## src/rtl/wb_scheduler_pkg.sv

```systemverilog
// Shared write-back definitions: requester count, field widths, write-data
// mux select codes, FSM state type, the registered command payload, and
// helpers for slicing the packed requester destination vector.
package wb_scheduler_pkg;

  localparam int unsigned DEF_NREQ    = 6;
  localparam int unsigned DEF_SP_ADDR = 29;
  localparam int unsigned ADDR_W      = 5;
  localparam int unsigned SEL_W       = 3;
  localparam int unsigned PTR_W       = 3;
  localparam int unsigned REQ_ADDR_W  = DEF_NREQ * ADDR_W;

  // Write-data mux select codes
  localparam logic [SEL_W-1:0] WD_SEL_REQ0    = 3'b000;
  localparam logic [SEL_W-1:0] WD_SEL_REQ1    = 3'b001;
  localparam logic [SEL_W-1:0] WD_SEL_REQ2    = 3'b010;
  localparam logic [SEL_W-1:0] WD_SEL_REQ3    = 3'b011;
  localparam logic [SEL_W-1:0] WD_SEL_REQ4    = 3'b100;
  localparam logic [SEL_W-1:0] WD_SEL_REQ5    = 3'b101;
  localparam logic [SEL_W-1:0] WD_SEL_SP_INIT = 3'b110;

  typedef enum logic {
    ST_INIT = 1'b0,
    ST_RUN  = 1'b1
  } state_t;

  // One register-file write command as driven to the write port
  typedef struct packed {
    logic [DEF_NREQ-1:0] gnt;
    logic [SEL_W-1:0]    wd_sel;
    logic [ADDR_W-1:0]   write_reg;
    logic                reg_write;
  } wb_cmd_t;

  // Bit offset of requester idx's destination within req_addr
  function automatic int unsigned addr_lsb(input logic [PTR_W-1:0] idx);
    return ADDR_W * 32'(idx);
  endfunction

  // Destination register of requester idx
  function automatic logic [ADDR_W-1:0] addr_of(input logic [REQ_ADDR_W-1:0] addrs,
                                                input logic [PTR_W-1:0]      idx);
    return addrs[addr_lsb(idx) +: ADDR_W];
  endfunction

  // Round-robin successor, wrapping the last requester back to 0
  function automatic logic [PTR_W-1:0] ptr_inc(input logic [PTR_W-1:0] idx);
    return (idx >= PTR_W'(DEF_NREQ - 1)) ? '0 : idx + PTR_W'(1);
  endfunction

endpackage

```

## src/rtl/wb_scheduler_arb.sv

```systemverilog
// rr_arbiter6: combinational round-robin pick over six requesters.
//   req      : request vector, already masked by the caller
//   p        : scan start position (0..5)
//   winner_c : one-hot winner
//   idx_c    : winner index
//   any_c    : at least one request present
module rr_arbiter6
  import wb_scheduler_pkg::*;
(
  input  logic [DEF_NREQ-1:0] req,
  input  logic [PTR_W-1:0]    p,
  output logic [DEF_NREQ-1:0] winner_c,
  output logic [PTR_W-1:0]    idx_c,
  output logic                any_c
);

  logic [PTR_W-1:0] cand;

  // Scan p, p+1, ... wrapping, and keep the first requester found
  always_comb begin
    winner_c = '0;
    idx_c    = '0;
    any_c    = 1'b0;
    cand     = '0;
    for (int unsigned k = 0; k < DEF_NREQ; k++) begin
      cand = PTR_W'((32'(p) + k) % DEF_NREQ);
      if (!any_c && req[cand]) begin
        any_c          = 1'b1;
        idx_c          = cand;
        winner_c[cand] = 1'b1;
      end
    end
  end

endmodule

```

## src/rtl/wb_scheduler.sv

```systemverilog
// wb_scheduler: schedules writes onto the register file's single write port.
// After reset it issues one stack-pointer initialisation write, then grants
// one requester per cycle in round-robin order.
//   clk, reset_n : clock, asynchronous active-low reset
//   hold         : stall, no new grant while high
//   req          : per-requester pending write
//   req_addr     : packed 5-bit destinations, requester i at [5i+4:5i]
//   gnt          : one-hot grant (registered)
//   wd_sel       : write-data mux select (registered)
//   write_reg    : register-file write address (registered)
//   reg_write    : register-file write enable (registered)
//   init_done    : stack-pointer initialisation write has been issued
module wb_scheduler
  import wb_scheduler_pkg::*;
#(
  parameter int unsigned NREQ    = DEF_NREQ,
  parameter int unsigned SP_ADDR = DEF_SP_ADDR
) (
  input  logic                   clk,
  input  logic                   reset_n,
  input  logic                   hold,
  input  logic [NREQ-1:0]        req,
  input  logic [NREQ*ADDR_W-1:0] req_addr,
  output logic [NREQ-1:0]        gnt,
  output logic [SEL_W-1:0]       wd_sel,
  output logic [ADDR_W-1:0]      write_reg,
  output logic                   reg_write,
  output logic                   init_done
);

  state_t            state_q, state_d;
  logic [PTR_W-1:0]  p_q, p_d;
  wb_cmd_t           cmd_d;
  logic              init_done_d;

  logic [NREQ-1:0]   req_m_c;
  logic [NREQ-1:0]   win_oh_c;
  logic [PTR_W-1:0]  win_idx_c;
  logic              win_any_c;
  logic [ADDR_W-1:0] win_addr_c;

  // The requester holding the grant this cycle sits out the next pick
  assign req_m_c = req & ~gnt;

  rr_arbiter6 u_arb (
    .req      (req_m_c),
    .p        (p_q),
    .winner_c (win_oh_c),
    .idx_c    (win_idx_c),
    .any_c    (win_any_c)
  );

  assign win_addr_c = addr_of(req_addr, win_idx_c);

  // Next state, pointer and write command
  always_comb begin
    state_d         = state_q;
    p_d             = p_q;
    init_done_d     = init_done;
    cmd_d.gnt       = '0;
    cmd_d.wd_sel    = wd_sel;
    cmd_d.write_reg = write_reg;
    cmd_d.reg_write = 1'b0;
    case (state_q)
      ST_INIT: begin
        cmd_d.wd_sel    = WD_SEL_SP_INIT;
        cmd_d.write_reg = ADDR_W'(SP_ADDR);
        cmd_d.reg_write = 1'b1;
        state_d         = ST_RUN;
      end
      ST_RUN: begin
        init_done_d = 1'b1;
        if (!hold && win_any_c) begin
          cmd_d.gnt       = win_oh_c;
          cmd_d.wd_sel    = win_idx_c;
          cmd_d.write_reg = win_addr_c;
          // A write to $zero is granted but never reaches the file
          cmd_d.reg_write = (win_addr_c != '0);
          p_d             = ptr_inc(win_idx_c);
        end
      end
      default: state_d = ST_INIT;
    endcase
  end

  // State, pointer and output flops
  always_ff @(posedge clk or negedge reset_n) begin
    if (!reset_n) begin
      state_q   <= ST_INIT;
      p_q       <= '0;
      gnt       <= '0;
      wd_sel    <= '0;
      write_reg <= '0;
      reg_write <= 1'b0;
      init_done <= 1'b0;
    end else begin
      state_q   <= state_d;
      p_q       <= p_d;
      gnt       <= cmd_d.gnt;
      wd_sel    <= cmd_d.wd_sel;
      write_reg <= cmd_d.write_reg;
      reg_write <= cmd_d.reg_write;
      init_done <= init_done_d;
    end
  end

endmodule

```

## config.mk

```make
export PLATFORM = sky130hd
export DESIGN_NAME = wb_scheduler
export DESIGN_NICKNAME = d
export VERILOG_FILES = /design/src/rtl/wb_scheduler_pkg.sv /design/src/rtl/wb_scheduler_arb.sv /design/src/rtl/wb_scheduler.sv
export SDC_FILE = /design/constraint.sdc
export NUM_CORES = 1
export LEC_CHECK = 0
export ABC_CLOCK_PERIOD_IN_PS = 7300
export CORE_MARGIN = 1
export CORE_UTILIZATION = 57
export CTS_CLUSTER_DIAMETER = 120
export DETAILED_ROUTE_END_ITERATION = 10
export PLACE_DENSITY = 0.87
export SLEW_MARGIN = 40
export SYNTH_ARGS = -nofsm -noshare
export SYNTH_HDL_FRONTEND = slang
export SYNTH_SLANG_ARGS = --single-unit
```

## constraint.sdc

```tcl
create_clock -name clk -period 7.3 [get_ports clk]
set_clock_uncertainty 0.05 [all_clocks]
set_input_delay 0.73 -clock clk [delete_from_list [all_inputs] [get_ports clk]]
set_output_delay 0.73 -clock clk [all_outputs]
set_load 0.02 [all_outputs]
```

==> impl_metrics.py <==
metrics = {
    "outcome": {
        "status": "finished with violations",
        "violations": "design-rule violations",
    },
    "timing": {
        "tns_ns": 0,
        "maxClockFrequency_mhz": 195,
        "max-slew-margin-rel_pct": 47.0,
        "hold_violations": 0,
        "final_max_slew_viol_count": 0,
        "rsz0062_at_grt": "no",
        "finalCritPeriodShare_pct": 70.3,
        "tightest_slew_ns": 0.793,
        "whs_ns": 0.358,
        "setup_viol": 0,
        "min_period_ns": 5.13,
    },
    "finish": {
        "area_delta_synth_final_pct": 20.8,
        "n_antenna_cell": 0,
        "drive_above_1_share_pct": 15.8,
        "final_nets": 401,
        "largest_register_ffs": 6,
        "ff_latch_area_um2": 500,
        "final_cells": 401,
        "multi_input_area_um2": 2060,
        "fillers": 359,
    },
    "critical_path": {
        "reg2reg_setup_slack_ns": 2.17,
        "path_class": "reg2reg",
        "crit_path_cell_trace": "buf_4 > ha_1 > xor2_2 > inv_2 > ha_1 > or4b_1 > a21boi_1 > o22a_1 > a211oi_2 > a211oi_2 > nand2b_1 > a31oi_4 > inv_4 > ha_1 > o31a_1 > nor2_1 > a32o_1",
        "rr_startpoint": "p_q[0]",
        "crit_path_end_kind": "register",
        "critPathSlowestCell": "or4b_1",
        "start_kind": "register",
        "worstReg2RegEnd": "p_q[0]",
        "arrival_ns": 5.28,
        "cp.required_ns": 7.45,
        "slowest_delay_ns": 0.50,
        "crit_start": "p_q[0]",
        "reg2reg_depth": 17,
        "crit_family": "compound AO/OA/AOI/OAI gates",
        "cp_common_cell": "ha_1",
        "crit_fanout": 53,
        "path_buf_inv": 3,
    },
    "yosys": {
        "synthArstFlopShare_pct": 100,
        "synth.most_common_cell": "dfrtp_1",
        "ys_types": 77,
        "synthTopCellsByCount": "dfrtp_1, nor2_1, o21ai_0",
        "syn-cell-area_um2": 2730,
        "syn_avg_cell_area_um2": 8.86,
        "ys_seq_area_share_pct": 18.3,
        "syn_nets": 359,
        "synth_edf_count": 0,
        "synth_top_area_share_pct": 18.3,
        "synth_top_area_cell": "dfrtp_1",
        "ys_seq_elements": 20,
        "syn_inst": 308,
        "ys.flop_type": "dfrtp_1",
        "synth_area_leaders": "dfrtp_1, ha_1, mux2i_1",
        "synth_warnings": 0,
    },
    "global_routing": {
        "grt_max_degree": 54,
        "grt_overflow": 0,
        "grt_use_met1_pct": 44.0,
        "use_met3_pct": 3.28,
        "busiest_layer": "met2",
        "track_usage_pct": 31.1,
        "grt_pass1_vias": 2627,
        "grt_pass1_wl_um": 12700,
        "antenna_found_initial": 0,
        "use_met2_pct": 51.7,
    },
    "detailed_routing": {
        "drt_iter0_markers": 236,
        "ant_nets": 0,
        "wirelength_um": 7510,
        "post_drt_wl_per_cell_um": 18.7,
        "drc": 1,
        "vias": 2698,
        "dr.pass1.iters": 8,
        "via_per_inst": 6.73,
    },
    "place": {
        "dp.final_hpwl_um": 5630,
        "gp_congestion": 0.971,
        "dpl.cell_count": 396,
        "numPortBuffers": 54,
    },
    "cts": {
        "hold_buffers": 0,
        "htreeDepth": 1,
        "insertion_delay_ns": 0.26,
        "cts_tree": "built",
        "cts_buffer_depth": 2,
        "clock-sinks": 20,
        "cts_made_buffers": 3,
        "root_buffer": "clkbuf_8",
        "cts_resized": 0,
        "clkTransAtPathRegs_ns": 0.08,
        "postCtsSetupBuffers": 0,
    },
    "floorplan": {
        "chipWidth_um": 71.2,
        "die_h_um": 71.2,
        "rows": 24,
        "boundaryPins": 55,
        "start_util_pct": 61.0,
        "die_area_um2": 5070,
        "core_area_um2": 4470,
    },
    "job": {
        "maxCapViolCount": 0,
    },
    "min_path": {
        "worstHoldPathType": "in2async",
    },
}
[worst reg2reg max path: stages, from the launching register on]
cell,delay (ns)
dfrtp_1,0.37
buf_4,0.48
ha_1,0.42
xor2_2,0.22
inv_2,0.09
ha_1,0.29
or4b_1,0.50
a21boi_1,0.21
o22a_1,0.18
a211oi_2,0.06
a211oi_2,0.46
nand2b_1,0.28
a31oi_4,0.40
inv_4,0.13
ha_1,0.23
o31a_1,0.30
nor2_1,0.20
a32o_1,0.20
[worst max path at each step]
stage	endpoint	cells after the start
2_1_floorplan	p_q[0]	19
3_3_place_gp	p_q[0]	15
3_5_place_dp	p_q[0]	15
4_1_cts	p_q[0]	15
5_1_grt	p_q[0]	17
6_report	p_q[0]	17
[cells in the final DEF, fill, tap and decap left out, types with 4 or more instances in the layout]
cell type	instances
a211oi_1	11
a21oi_1	14
and3b_1	9
clkdlybuf4s50_1	53
dfrtp_1	20
ha_1	12
inv_1	8
mux2i_1	10
nand2_1	13
nand2b_1	13
nor2_1	17
nor2b_1	5
nor3_1	13
nor3b_1	4
o21ai_0	17
o22ai_1	4
o31a_1	8
o31ai_1	4
o32ai_1	7
or2_2	5
or3_1	7
[layer usage]
layer  vias to the layer above  part of all wire, %
li1                       1274                    -
met1                      1271                   43
met2                       140                   49
met3                        13                  7.6
met4                         0                  1.1
met5                         -                    0
[through the flow]
step	util (%)	setup WS (ns)	instance area [um2]
6_report	73.6	2.17	3290
5_1_grt	73.6	1.81	3290
4_1_cts	73.4	2.10	3290
3_5_place_dp	71.8	2.15	3210
3_3_place_gp	71.9	2.35	3220
2_1_floorplan	-	2.92	2730
[logic make-up (layout without fill, tap and decap cells)]
kind of cell / Yosys count / count (layout) / synth area share (%)
buffers and inverters: 31 / 72 / 6.28
adder cells (fa/ha/maj): 12 / 12 / 5.50
AO/OA/AOI/OAI: 117 / 117 / 36.6
AND/OR/NAND/NOR: 111 / 111 / 25.5
flip-flops: 20 / 20 / 18.3
multiplexers: 13 / 13 / 5.73
XOR/XNOR: 3 / 3 / 1.93
other: 1 / 1 / 0.137
[layout make-up]
cell class	instances	area share [%]
clock inverter	1	0.912
tap	52	1.97
multi-input combinational	257	62.6
sequential	20	15.2
clock buffer	3	1.25
timing repair buffer	56	16.6
inverter	12	1.44
Power is left out: the tool's default activity adds up to more than one toggle a clock period on the data nets, which glitch-free logic cannot reach.
